--- config.mk ---
export PLATFORM = sky130hd
export DESIGN_NAME = simon_uart_frame_ctrl
export DESIGN_NICKNAME = d
export VERILOG_FILES = /design/src/rtl/simon_uart_frame_ctrl.sv
export SDC_FILE = /design/constraint.sdc
export NUM_CORES = 1
export LEC_CHECK = 0
export ABC_AREA = 1
export CAP_MARGIN = 30
export CORE_MARGIN = 2
export CORE_UTILIZATION = 46
export CTS_CLUSTER_DIAMETER = 30
export CTS_CLUSTER_SIZE = 14
export DETAILED_ROUTE_END_ITERATION = 8
export PLACE_DENSITY = 0.68
export SLEW_MARGIN = 20
export SYNTH_ARGS = -nofsm -noshare
export SYNTH_HDL_FRONTEND = slang
export SYNTH_SLANG_ARGS = --single-unit
--- constraint.sdc ---
create_clock -name clk -period 2.1 [get_ports clk]
set_input_delay 0.315 -clock clk [delete_from_list [all_inputs] [get_ports clk]]
set_output_delay 0.315 -clock clk [all_outputs]
set_load 0.02 [all_outputs]
--- src/rtl/simon_uart_frame_ctrl.sv ---
// rtl/simon_uart_frame_ctrl.sv - UART command/frame sequencer for the Simon 32/64 core
// Optional inter-byte timeout is built when SIMON_CTRL_TIMEOUT_EN is defined.
module simon_uart_frame_ctrl #(
    parameter int BLOCK_BYTES    = 4,
    parameter int KEY_BYTES      = 8,
    parameter int TIMEOUT_CYCLES = 1000000
) (
    input  logic                     clk,
    input  logic                     rst,
    input  logic                     rx_valid,
    input  logic [7:0]               rx_data,
    input  logic                     tx_busy,
    output logic                     tx_start,
    output logic [7:0]               tx_data,
    output logic                     core_start,
    output logic                     core_decrypt,
    output logic [8*KEY_BYTES-1:0]   core_key,
    output logic [8*BLOCK_BYTES-1:0] core_block_in,
    input  logic                     core_done,
    input  logic [8*BLOCK_BYTES-1:0] core_block_out,
    output logic [3:0]               status,
    output logic                     err
);
    localparam int KW        = 8 * KEY_BYTES;
    localparam int BW        = 8 * BLOCK_BYTES;
    localparam int MAX_BYTES = (KEY_BYTES > BLOCK_BYTES) ? KEY_BYTES : BLOCK_BYTES;
    localparam int CNT_W     = $clog2(MAX_BYTES + 1);

    localparam logic [CNT_W-1:0] KEY_LAST = CNT_W'(KEY_BYTES - 1);
    localparam logic [CNT_W-1:0] BLK_LAST = CNT_W'(BLOCK_BYTES - 1);
    localparam logic [CNT_W-1:0] BLK_CNT  = CNT_W'(BLOCK_BYTES);
    localparam logic [CNT_W-1:0] CNT_ONE  = CNT_W'(1);

    localparam logic [7:0] CMD_KEY = 8'h4B;
    localparam logic [7:0] CMD_ENC = 8'h45;
    localparam logic [7:0] CMD_DEC = 8'h44;
    localparam logic [7:0] ACK     = 8'h06;
    localparam logic [7:0] NAK     = 8'h15;

    typedef enum logic [3:0] {
        IDLE      = 4'h0,
        RX_KEY    = 4'h1,
        RX_BLOCK  = 4'h2,
        START     = 4'h3,
        WAIT_CORE = 4'h4,
        TX_LOAD   = 4'h5,
        TX_WAIT   = 4'h6
    } state_t;

    state_t            state_q, state_d;
    logic [CNT_W-1:0]  cnt_q, cnt_d;
    logic              is_dec_q, is_dec_d;
    logic [KW-1:0]     key_sh_q, key_sh_d;
    logic [BW-1:0]     blk_sh_q, blk_sh_d;
    logic              key_valid_q, key_valid_d;
    logic [KW-1:0]     core_key_q, core_key_d;
    logic [BW-1:0]     core_block_in_q, core_block_in_d;
    logic              core_decrypt_q, core_decrypt_d;
    logic              core_start_q, core_start_d;
    logic              tx_start_q, tx_start_d;
    logic [7:0]        tx_data_q, tx_data_d;
    logic [BW-1:0]     reply_q, reply_d;
    logic              err_q, err_d;
    logic              guard_q, guard_d;
`ifdef SIMON_CTRL_TIMEOUT_EN
    localparam int TO_W = $clog2(TIMEOUT_CYCLES + 1);
    localparam logic [TO_W-1:0] TO_LAST = TO_W'(TIMEOUT_CYCLES - 1);
    logic [TO_W-1:0]   to_q, to_d;
`endif

    always_comb begin
        state_d         = state_q;
        cnt_d           = cnt_q;
        is_dec_d        = is_dec_q;
        key_sh_d        = key_sh_q;
        blk_sh_d        = blk_sh_q;
        key_valid_d     = key_valid_q;
        core_key_d      = core_key_q;
        core_block_in_d = core_block_in_q;
        core_decrypt_d  = core_decrypt_q;
        core_start_d    = 1'b0;
        tx_start_d      = 1'b0;
        tx_data_d       = tx_data_q;
        reply_d         = reply_q;
        err_d           = err_q;
        guard_d         = guard_q;

        case (state_q)
            IDLE: begin
                if (rx_valid) begin
                    cnt_d = '0;
                    if (rx_data == CMD_KEY) begin
                        state_d = RX_KEY;
                        err_d   = 1'b0;
                    end else if (rx_data == CMD_ENC || rx_data == CMD_DEC) begin
                        state_d  = RX_BLOCK;
                        err_d    = 1'b0;
                        is_dec_d = (rx_data == CMD_DEC);
                    end else begin
                        state_d = TX_LOAD;
                        err_d   = 1'b1;
                        reply_d = {NAK, {(BW-8){1'b0}}};
                        cnt_d   = CNT_ONE;
                    end
                end
            end
            RX_KEY: begin
                if (rx_valid) begin
                    key_sh_d = {key_sh_q[KW-9:0], rx_data};
                    cnt_d    = cnt_q + CNT_ONE;
                    // Commit only on the final byte so a partial key never reaches the core.
                    if (cnt_q == KEY_LAST) begin
                        core_key_d  = key_sh_d;
                        key_valid_d = 1'b1;
                        reply_d     = {ACK, {(BW-8){1'b0}}};
                        cnt_d       = CNT_ONE;
                        state_d     = TX_LOAD;
                    end
                end
            end
            RX_BLOCK: begin
                if (rx_valid) begin
                    blk_sh_d = {blk_sh_q[BW-9:0], rx_data};
                    cnt_d    = cnt_q + CNT_ONE;
                    if (cnt_q == BLK_LAST) begin
                        if (key_valid_q) begin
                            core_block_in_d = blk_sh_d;
                            core_decrypt_d  = is_dec_q;
                            core_start_d    = 1'b1;
                            state_d         = START;
                        end else begin
                            err_d   = 1'b1;
                            reply_d = {NAK, {(BW-8){1'b0}}};
                            cnt_d   = CNT_ONE;
                            state_d = TX_LOAD;
                        end
                    end
                end
            end
            START: state_d = WAIT_CORE;
            WAIT_CORE: begin
                if (core_done) begin
                    reply_d = core_block_out;
                    cnt_d   = BLK_CNT;
                    state_d = TX_LOAD;
                end
            end
            TX_LOAD: begin
                if (!tx_busy) begin
                    tx_start_d = 1'b1;
                    tx_data_d  = reply_q[BW-1 -: 8];
                    reply_d    = reply_q << 8;
                    cnt_d      = cnt_q - CNT_ONE;
                    guard_d    = 1'b1;
                    state_d    = TX_WAIT;
                end
            end
            TX_WAIT: begin
                // The transmitter may not raise busy until a cycle after tx_start.
                guard_d = 1'b0;
                if (!guard_q && !tx_busy) begin
                    state_d = (cnt_q != '0) ? TX_LOAD : IDLE;
                end
            end
            default: state_d = IDLE;
        endcase

        if (rx_valid && (state_q == START || state_q == WAIT_CORE ||
                         state_q == TX_LOAD || state_q == TX_WAIT)) begin
            err_d = 1'b1;
        end

`ifdef SIMON_CTRL_TIMEOUT_EN
        to_d = '0;
        if ((state_q == RX_KEY || state_q == RX_BLOCK) && !rx_valid) begin
            if (to_q == TO_LAST) begin
                state_d  = IDLE;
                key_sh_d = '0;
                blk_sh_d = '0;
                err_d    = 1'b1;
            end else begin
                to_d = to_q + TO_W'(1);
            end
        end
`endif
    end

    always_ff @(posedge clk) begin
        if (rst) begin
            state_q         <= IDLE;
            cnt_q           <= '0;
            is_dec_q        <= 1'b0;
            key_sh_q        <= '0;
            blk_sh_q        <= '0;
            key_valid_q     <= 1'b0;
            core_key_q      <= '0;
            core_block_in_q <= '0;
            core_decrypt_q  <= 1'b0;
            core_start_q    <= 1'b0;
            tx_start_q      <= 1'b0;
            tx_data_q       <= 8'h00;
            reply_q         <= '0;
            err_q           <= 1'b0;
            guard_q         <= 1'b0;
`ifdef SIMON_CTRL_TIMEOUT_EN
            to_q            <= '0;
`endif
        end else begin
            state_q         <= state_d;
            cnt_q           <= cnt_d;
            is_dec_q        <= is_dec_d;
            key_sh_q        <= key_sh_d;
            blk_sh_q        <= blk_sh_d;
            key_valid_q     <= key_valid_d;
            core_key_q      <= core_key_d;
            core_block_in_q <= core_block_in_d;
            core_decrypt_q  <= core_decrypt_d;
            core_start_q    <= core_start_d;
            tx_start_q      <= tx_start_d;
            tx_data_q       <= tx_data_d;
            reply_q         <= reply_d;
            err_q           <= err_d;
            guard_q         <= guard_d;
`ifdef SIMON_CTRL_TIMEOUT_EN
            to_q            <= to_d;
`endif
        end
    end

    assign tx_start      = tx_start_q;
    assign tx_data       = tx_data_q;
    assign core_start    = core_start_q;
    assign core_decrypt  = core_decrypt_q;
    assign core_key      = core_key_q;
    assign core_block_in = core_block_in_q;
    assign status        = state_q;
    assign err           = err_q;
endmodule
Yosys cells after proc, flatten, opt, wreduce, memory -nomap -nowiden
Index checks and enable logic that the tools add are counted.

Add/sub/neg operators: 2. Equality and inequality tests: 26. Muxes and demuxes: 47. Bitwise gates (word level): 6. Reductions and logical operators: 26.

Operators by type and width (count): two-way mux 32 bit (10); one-hot mux 32 bit (5 select lines) (1); two-way mux 4 bit (16); one-hot mux 4 bit (7 select lines) (1); equality test 8 x 7 -> 1 bit, second input constant (3); inequality test 2 bit, second input constant (11); one-hot mux 4 bit (5 select lines) (1); equality test 4 x 3 -> 1 bit, second input constant (4); equality test 4 x 2 -> 1 bit, second input constant (3); two-way mux 1 bit (12); two-way mux 3 bit (4); inequality test 3 bit, second input constant (4); AND reduction 11 bit (1); AND reduction 2 bit (4); AND reduction 4 bit (2); AND reduction 8 bit (1); NOT 1 bit (6); AND reduction 6 bit (1); AND reduction 5 bit (1); nonzero test 5 bit (1); adder 4 x 1 -> 4 bit, second input constant (1); equality test 4 x 1 -> 1 bit, second input constant (1); logical NOT 4 bit (1); logical OR 1 bit (4); other kinds (10) (13).

Register bits after elaboration: 231. Input port bits: 45. Output and inout port bits: 112. Word-level logic and storage cells: 122.

Longest topological paths before layout
Word-level depth: 7. Gate-level depth with buffers: 12. Mapped depth without buffers: 10.

Least setup slack after synthesis
Ideal clock, no wire load.

Path kind: flip-flop to flip-flop. Start: register state_q[0], in the netlist status[0]. End: register core_key_q[45], in the netlist core_key[45]. Setup time: 116 ps. Data arrival time: 1576 ps. Data required time: 1984 ps. Slack: 408 ps. Cell stages (with the launch flop): 10. Buffers on the path: 2. Period minus slack after synthesis: 1692 ps. Cells stage by stage: dfxtp_1 buf_4 nand2_2 nor2_4 nand2_4 nor2_4 inv_2 clkbuf_1 o21ai_0 nor2_1.

Cells in the longest elaborated chain, start to end: 2.

RTL lines: start: declaration (line 50) `state_t state_q, state_d;`; start signal: assignment (line 209) `state_q <= state_d;`; equality test 4 x 1 -> 1 bit (line 88) `case (state_q)`; AND reduction 3 bit (no line); end signal: assignment (line 215) `core_key_q <= core_key_d;`; end: declaration (line 56) `logic [KW-1:0] core_key_q, core_key_d;`.

No other way between the ends. A chain may end at the register's enable or synchronous reset.

Final worst setup path
Start: register state_q[0], in the netlist status[0]. End: output status[0].

RTL lines: end: declaration (line 21) `output logic [3:0] status,`.

No word-level cell between the ends.

==> results.md <==
- Status: finished, final reports clean
- Hold Path Class: input pin to flop
- Max clock buf depth: 3
- 1st-iter DRT viols: 656
- Leakage Power: 0.004860 µW
- Design area: 0.01229 mm²
- Finish-stage setup viols: 0
- Most frequent cells in the layout: dfxtp_1, nand2_1, nor2_1
- Grt ovf: 0
- Share of cells above drive strength 1: 0.09520
- Hold Vio Cnt, Final: 0
- Die width: 143.8 µm
- Vias per cell: 4.974
- Internal reg-to-reg setup slack: 0.24 ns
- Crit path DAT: 1.70 ns
- Hpwl dp: 14,720 µm
- Number of diodes: 0
- Family with the most delay on the worst path: buffers and inverters
- Worst-path fanout max: 7
- Synth Area in Compound Gates: 0.1577
- Initial antenna violation count: 0
- Synth Area in Adders: 0.004173
- Clock Skews: 0.02651 ns
- Nets@finish: 1,414
- Max Fclk: 496.7 MHz
- Worst-Skew Late Latency: 0.52 ns
- Port bufs: 155
- Synth area leader: dfxtp_1
- # Post-CTS Setup Buffers: 0
- Pwr Density: 1143 mW/mm²
- Clock slew at reported path FFs: 0.05 ns
- Die Y: 143.8 µm
- Post-Synth Simple-Gate Area: 0.2406
- Syn Nets: 1,260
- CP max-delay cell: clkdlybuf4s50_1
- Starting density of the core: 0.4652
- Largest net degree at the start of global routing: 80
- Largest family of logic cells by synthesized area: simple AND/OR/NAND/NOR gates
- Post-Place Setup Slack: 0.01503 ns
- Residual DRC count: 0
- Hold depth: 4
- Max-slew headroom: 0.4395
- RSZ-0062 raised after global routing: no
- WL final: 22,770 µm
- Die area: 0.02069 mm²
- Slowest cell delay on critical path: 0.62 ns
- Slew Limit Fails: 0
- Seq/Total Area, Yosys: 0.5119
- WP data required: 1.78 ns
- GP Congestion: 0.8621
- Yosys top cell area share: 0.5119
- Placed cell areas: 0.01089 mm²
- First-pass iteration count of the detailed router: 4
- Mux cell area share after synthesis: 0
- Most common cell after layout, fill and taps aside: dfxtp_1
- FF-to-FF Start: cnt_q[0]$_SDFFE_PP0P_
- Ys Warns: 0
- Post-CTS Resized: 2
- CTS tree: yes
- CTS Buf Count: 40
- Post-Synth XOR/XNOR Area: 0.002921
- Remaining antenna violation count: 0
- Hold Buf Count CTS: 0
- Buf+Inv Stages, Crit Path: 2
- Setup ws final: 0.08671 ns
- Floorplan core area: 0.01933 mm²
- Final min period: 2.013 ns
- Worst reg-to-reg path cell count: 10
- Measured slew at the worst slew-check pin: 0.8407 ns
- DR vias: 8,266
- Clock sinks: 230
- Nature of the critical path endpoint: primary output
- Htree depth: 2
- R2R Path End: reply_q[16]$_SDFFE_PP0P_
- Max-cap viol count: 0
- Total GRT Usage: 0.2216
- Cell area after synthesis: 0.008995 mm²
- Cell Rows: 51
- Worst Min Path Start: rst
- Vias in the first global route: 7,670
- Crit path kind: flop to primary output
- Hold EP: core_key[28]$_SDFFE_PP0P_
- Clk root buf: clkbuf_16
- # IOs: 157
- Fin crit share: 0.9587
- Total power: 14,040 µW
- Synth cell types: 31
- Syn Area/Cell: 7.422 µm²
- Global-route wire length before repair: 37,500 µm
- Fin util: 0.6355
- Area growth syn-to-layout: 36.60%
- Setup crit start kind: flop
- Worst VDD drop: 837.6 µV
- Gate Count Post-Synth: 1,212
- FF+latch count, synth: 230
- Worst path cell trace: buf_4 -> clkdlybuf4s50_1
- Avg WL per Cell: 13.70 µm
- Top cells by area, synth: dfxtp_1, nand2_1, nor2_1
-- routing by layer --
| metal | part of all wire | global-route usage | vias to the layer above | wire [µm] |
|---|---|---|---|---|
| met2 | 0.47 | 0.3554 | 206 | 10670 |
| li1 | - | - | 4233 | - |
| met1 | 0.46 | 0.3040 | 3790 | 10540 |
| met4 | 0.020 | 0.06708 | 0 | 447 |
| met3 | 0.049 | 0.04165 | 37 | 1122 |
| met5 | 0 | 0 | - | 0 |
-- worst register-to-register path, stage by stage (launching register included) --
cell,delay (ns)
dfxtp_1,0.40
ha_1,0.26
nand3_2,0.14
nand2_1,0.15
inv_2,0.04
nor2_2,0.21
nand3_2,0.15
buf_4,0.23
nand2_1,0.07
nand2_1,0.04
nor2_1,0.10
-- final cells by class --
| class | instances | area (µm²) |
|---|---|---|
| inverter | 103 | 389.1 |
| clock buffer | 48 | 1062 |
| tap | 265 | 331.6 |
| timing repair buffer | 193 | 1916 |
| fill | 1700 | 7048 |
| sequential | 230 | 4606 |
| clock inverter | 25 | 331.6 |
| multi-input combinational | 798 | 3651 |
-- logic make-up (layout without fill, tap and decap cells) --
logic type	Yosys count	count (layout)
compound gates	275	275
xor+xnor	3	3
fa+ha+maj	3	3
buf+inv	184	369
flops	230	230
other cells	1	1
simple gates	516	516
-- metrics by stage --
stage,hold WS (ns),cells,setup TNS (ns)
6_report,0.3061,1662,0
5_1_grt,0.3271,1662,0
4_1_cts,0.3044,1662,0
3_5_place_dp,0.4441,1589,0
3_3_place_gp,0.4369,1589,-0.005075
2_1_floorplan,0.4297,1212,0
-- worst max-delay path by stage --
stage                                end  slack [ns]  cells past startpoint                    from
3_3_place_gp    reply_q[21]$_SDFFE_PP0P_      -0.005                     13              rx_data[7]
2_1_floorplan  core_key[45]$_SDFFE_PP0P_        0.41                      9  status[0]$_SDFFE_PP0P_
6_report                       status[0]        0.09                      2  status[0]$_SDFFE_PP0P_
5_1_grt                        status[0]        0.04                      2  status[0]$_SDFFE_PP0P_
4_1_cts                        status[1]        0.03                      2  status[1]$_SDFFE_PP0P_
3_5_place_dp    reply_q[16]$_SDFFE_PP0P_        0.02                     13              rx_data[5]
-- power by group --
group	switching [µW]	internal [µW]
combinational	1600	854
clock	2160	4480
sequential	172	4770
-- synthesized netlist by cell type, drive strengths merged --
cell / number
o211ai: 1
nor3: 3
nand2: 203
o21ai: 147
a21oi: 111
dfxtp: 230
xor2: 3
a211oi: 15
nand4: 7
clkinv: 1
nor4: 1
a21boi: 1
nor2: 205
conb: 1
ha: 3
clkbuf: 54
inv: 102
nand3: 96
buf: 27
or2: 1
-- registers in the layout, indices dropped and copies added (netlist names), 3 cells and up --
register / flops
key_sh_q: 56
core_block_in: 32
reply_q: 32
cnt_q: 4
core_key: 64
status: 3
blk_sh_q: 24
tx_data: 8
Power figures use the tool's default switching activity.
